==> config.mk <==
export PLATFORM = sky130hd
export DESIGN_NAME = router_src_arbiter
export DESIGN_NICKNAME = d
export VERILOG_FILES = /design/src/rtl/router_src_arbiter.sv
export SDC_FILE = /design/constraint.sdc
export NUM_CORES = 1
export LEC_CHECK = 0
export BUFFER_PORTS_ARGS = -buffer_cell sky130_fd_sc_hd__buf_2
export CAP_MARGIN = 10
export CORE_ASPECT_RATIO = 0.6
export CORE_MARGIN = 2
export CORE_UTILIZATION = 35
export DETAILED_ROUTE_END_ITERATION = 16
export SLEW_MARGIN = 20
export SYNTH_ARGS = -nofsm -noshare
export SYNTH_HDL_FRONTEND = slang
export SYNTH_SLANG_ARGS = --single-unit
==> constraint.sdc <==
create_clock -name clock -period 7.46 [get_ports clock]
set_clock_uncertainty 0.15 [all_clocks]
set_input_delay 1.492 -clock clock [delete_from_list [all_inputs] [get_ports clock]]
set_output_delay 1.492 -clock clock [all_outputs]
set_load 0.005 [all_outputs]
==> src/rtl/router_src_arbiter.sv <==
// Packet-granular round-robin arbiter sharing the router input port among three sources.
// One whole packet (header, payload, parity) is passed before the grant can move.
module router_src_arbiter #(
  parameter int DATA_W = 8,
  parameter int LEN_W  = 6
) (
  input  logic                  clock,
  input  logic                  resetn,
  input  logic [2:0]            src_pkt_valid,
  input  logic [3*DATA_W-1:0]   src_data,
  output logic [2:0]            src_busy,
  output logic [2:0]            src_gnt,
  input  logic                  rtr_busy,
  input  logic                  rtr_detect_add,
  output logic                  rtr_pkt_valid,
  output logic [DATA_W-1:0]     rtr_data,
  output logic                  len_err,
  output logic [2:0]            addr_err,
  output logic                  pkt_done
);

  localparam int NUM_SRC = 3;

  typedef enum logic [1:0] {IDLE, PASS, DRAIN} state_t;

  state_t                          state_q, state_d;
  logic [NUM_SRC-1:0]              gnt_q, gnt_d;
  logic [1:0]                      last_q, last_d;
  logic [LEN_W-1:0]                len_q, len_d;
  logic [LEN_W-1:0]                cnt_q, cnt_d;
  logic                            hdr_q, hdr_d;

  logic [NUM_SRC-1:0][DATA_W-1:0]  sd;
  logic [NUM_SRC-1:0]              req;
  logic                            idle, pass, xfer;
  logic                            g_valid;
  logic [DATA_W-1:0]               g_data;
  logic [1:0]                      pick;
  logic                            done_c, lerr_c;

  assign sd = src_data;

  // Outputs are gated by resetn so nothing leaks while reset is held.
  assign idle = resetn && (state_q == IDLE);
  assign pass = resetn && (state_q == PASS);

  // last_q always names the granted source while a packet is in flight.
  assign g_valid = src_pkt_valid[last_q];
  assign g_data  = sd[last_q];
  assign xfer    = pass && !rtr_busy;

  for (genvar k = 0; k < NUM_SRC; k++) begin : g_lane
    logic bad_addr;
    assign bad_addr    = (sd[k][1:0] == 2'd3);
    assign req[k]      = idle && src_pkt_valid[k] && !bad_addr;
    assign addr_err[k] = idle && src_pkt_valid[k] && bad_addr;
    assign src_busy[k] = (pass && gnt_q[k]) ? rtr_busy : 1'b1;
  end

  // Round-robin search starting just after the last granted source.
  always_comb begin
    int   start;
    int   idx;
    logic found;
    pick  = 2'd0;
    found = 1'b0;
    start = (last_q == 2'd2) ? 0 : int'(last_q) + 1;
    for (int i = 0; i < NUM_SRC; i++) begin
      idx = start + i;
      if (idx >= NUM_SRC) idx = idx - NUM_SRC;
      if (!found && req[idx]) begin
        found = 1'b1;
        pick  = 2'(idx);
      end
    end
  end

  always_comb begin
    state_d = state_q;
    gnt_d   = gnt_q;
    last_d  = last_q;
    len_d   = len_q;
    cnt_d   = cnt_q;
    hdr_d   = hdr_q;
    done_c  = 1'b0;
    lerr_c  = 1'b0;
    case (state_q)
      IDLE: begin
        if (|req) begin
          state_d     = PASS;
          gnt_d       = '0;
          gnt_d[pick] = 1'b1;
          last_d      = pick;
          hdr_d       = 1'b1;
        end
      end
      PASS: begin
        if (xfer) begin
          if (hdr_q) begin
            len_d = g_data[2 +: LEN_W];
            cnt_d = '0;
            hdr_d = 1'b0;
          end else if (g_valid) begin
            if (cnt_q != '1) cnt_d = cnt_q + 1'b1;
          end else begin
            done_c  = 1'b1;
            lerr_c  = (cnt_q != len_q);
            state_d = DRAIN;
          end
        end
      end
      DRAIN: begin
        // Hold the grant until the router is back in address decode.
        if (rtr_detect_add) begin
          state_d = IDLE;
          gnt_d   = '0;
        end
      end
      default: begin
        state_d = IDLE;
        gnt_d   = '0;
      end
    endcase
  end

  always_ff @(posedge clock) begin
    if (!resetn) begin
      state_q <= IDLE;
      gnt_q   <= '0;
      last_q  <= 2'd2;
      len_q   <= '0;
      cnt_q   <= '0;
      hdr_q   <= 1'b0;
    end else begin
      state_q <= state_d;
      gnt_q   <= gnt_d;
      last_q  <= last_d;
      len_q   <= len_d;
      cnt_q   <= cnt_d;
      hdr_q   <= hdr_d;
    end
  end

  assign src_gnt       = gnt_q;
  assign rtr_pkt_valid = pass && g_valid;
  assign rtr_data      = pass ? g_data : '0;
  assign pkt_done      = done_c;
  assign len_err       = lerr_c;

endmodule
==> reports/metrics.yaml <==
timing:
  worst_pin_slew_ns: 0.743
  slew_headroom: 0.504
  slew_viol_final: 0
  clock.fmax_mhz: 207
  hold_viol: 0
  min_period_ns: 4.84
  rsz0062_at_grt: "false"
  tns_ns: 0
  post-route-period-util: 0.649
  worst_slack_ns: 2.62
  finalSetupViolCount: 0
floorplanning:
  initial_core_util: 0.371
  die_area_um2: 5010
  rows: 18
  die_x_um: 90.0
  coreArea_um2: 4190
  die_h_um: 55.6
  num_io_pins: 51
logic_synthesis:
  yosys.area.top_type: "dfxtp_1"
  synth_area_per_cell_um2: 7.89
  synth_cell_types: 48
  netlist.area_leader.share: 0.258
  synthArstFlopShare: 0
  synth_seq_cells: 20
  synth_area_leaders: "dfxtp_1, mux2i_1, nor2_1"
  syn_inst: 197
  netlist_area_um2: 1550
  synth_most_common_cell: "nor2_1"
  ys_warn_count: 0
  synth_ff_type: "dfxtp_1"
  synth_edf_count: 0
  synth_nets: 234
  synth_common_cells: "nor2_1, nand2_1, dfxtp_1"
  ys_seq_area_frac: 0.258
worst_setup_path:
  worst_setup_path_end_kind: "output pin"
  worstPathRequired_ns: 5.82
  cp_max_fo: 20
  crit_arrival_ns: 3.20
  rr_worst_depth: 7
  cp-start-kind: "input pin"
  crit_type: "input pin to output pin"
power:
  intPower_mw: 0.261
  pwr-share-comb: 0.469
  power_mw: 0.428
  pwr-share-seq: 0.338
  max-vdd-ir-drop_v: 0.0000639
  clkPwrFrac: 0.193
  switchingPower_mw: 0.167
  p_leak_nw: 0.832
  p_sw_frac: 0.390
  powerDensity_nw_per_um2: 229
cells_and_area:
  n_fill_cell: 443
  seqCellArea_um2: 400
  n_antenna_cell: 0
  multiInputGateArea_um2: 1070
  area_growth_pct: 20.1
  drive_gt1_frac: 0.267
  fin_nets: 278
hold_path:
  hold_path.class: "flop to flop"
  holdPathStages: 2
placement:
  post-dp-hpwl_um: 3050
  place_congestion: 0.813
  post-place-ws_ns: 2.63
  io_buffers: 50
global_route:
  antenna_found_initial: 0
  overflow: 0
  first_global_vias: 1381
  grt_first_pass_wirelength_um: 6550
  grtUsageTotal: 0.158
  grt_max_degree: 21
clock_network:
  cts_setup_buffers: 0
  h-tree-depth: 1
  root_buffer: "clkbuf_8"
  insertion_delay_ns: 0.26
  cts_tree: "done"
  postCtsHoldBufs: 0
  clkSlewWorstSetupHoldPaths_ns: 0.08
  numClockSinks: 20
  numCtsBuffers: 3
  cts_buffer_depth: 2
  cts_resized: 0
route:
  drtAntennaViolNets: 0
  via_per_inst: 5.03
  drt_wl_total_um: 3850
  drtPass1Iterations: 4
  wl_per_cell_um: 12.8
  num_vias: 1510
  first_iter_violations: 106
  drc_errors: 0
run_status:
  outcome: "finished clean"
job:
  cap_violations: 0
worst max-delay path, stage by stage:
cell      delay (ns)
buf_2           0.28
nand3b_1        0.41
or2_1           0.45
nor3_2          0.29
o31a_1          0.18
buf_2           0.10
cell families (layout without fill, tap and decap cells):
| family | Yosys count | count (layout) | synth area share |
|---|---|---|---|
| AND/OR/NAND/NOR | 93 | 93 | 0.320 |
| buffers and inverters | 14 | 57 | 0.0507 |
| XOR/XNOR | 12 | 12 | 0.0797 |
| adder cells (fa/ha/maj) | 6 | 6 | 0.0483 |
| AO/OA/AOI/OAI | 42 | 42 | 0.179 |
| multiplexers | 10 | 10 | 0.0644 |
| flip-flops | 20 | 20 | 0.258 |
power groups by stage:
stage	clock, mW	sequential (mW)	combinational (mW)
2_1_floorplan	0	0.135	0.169
3_3_place_gp	0	0.147	0.198
5_1_grt	0.0879	0.149	0.223
3_5_place_dp	0	0.147	0.199
4_1_cts	0.0846	0.145	0.200
6_report	0.0827	0.144	0.201
sequential cells by signal, summed over array words and instances, names as in the netlist:
register  cells
state_q       2
len_q         6
last_q        2
src_gnt       3
cnt_q         6
hdr_q         1
cell type report:
class	instances	area share
inverter	3	0.00603
clock buffer	4	0.0295
tap	60	0.0402
timing repair buffer	50	0.134
sequential	20	0.214
multi-input combinational	163	0.576
cells in the final DEF, fill, tap and decap left out, types with 4 or more instances in the layout:
cell type	instances
xnor2_1	7
and2_1	9
clkbuf_8	4
nor2b_1	6
dfxtp_1	20
nand2_1	22
nand3_1	5
buf_2	50
ha_1	6
mux2i_1	10
nand4_1	4
nor2_1	26
o21ai_0	12
xor2_1	4
a21oi_1	12
path summary, 6_finish.rpt:
check,from,to,slack [ns]
min reg2reg,src_gnt[2]$_SDFFE_PN0P_,src_gnt[2]$_SDFFE_PN0P_,0.32
max reg2reg,last_q[1]$_SDFFE_PN1P_,last_q[0]$_SDFFE_PN0P_,4.81
max,resetn,len_err,2.62
min,src_gnt[2]$_SDFFE_PN0P_,src_gnt[2]$_SDFFE_PN0P_,0.32
layer usage:
| layer | share of wire | global-route usage | vias to the layer above |
|---|---|---|---|
| met3 | 0.077 | 0.0447 | 6 |
| met1 | 0.55 | 0.246 | 669 |
| met5 | 0 | 0 | - |
| met2 | 0.37 | 0.215 | 59 |
| met4 | 0.0075 | 0.0308 | 0 |
| li1 | - | - | 776 |
per-stage QoR:
step | cells | cell area [um2] | hold slack, ns | util
4_1_cts | 300 | 1870 | 0.326 | 0.446
2_1_floorplan | 197 | 1550 | 0.314 | -
6_report | 300 | 1870 | 0.324 | 0.446
3_5_place_dp | 296 | 1810 | 0.316 | 0.432
3_3_place_gp | 296 | 1810 | 0.314 | 0.432
5_1_grt | 300 | 1870 | 0.363 | 0.446
No activity file was read; power rests on OpenSTA's default activity.
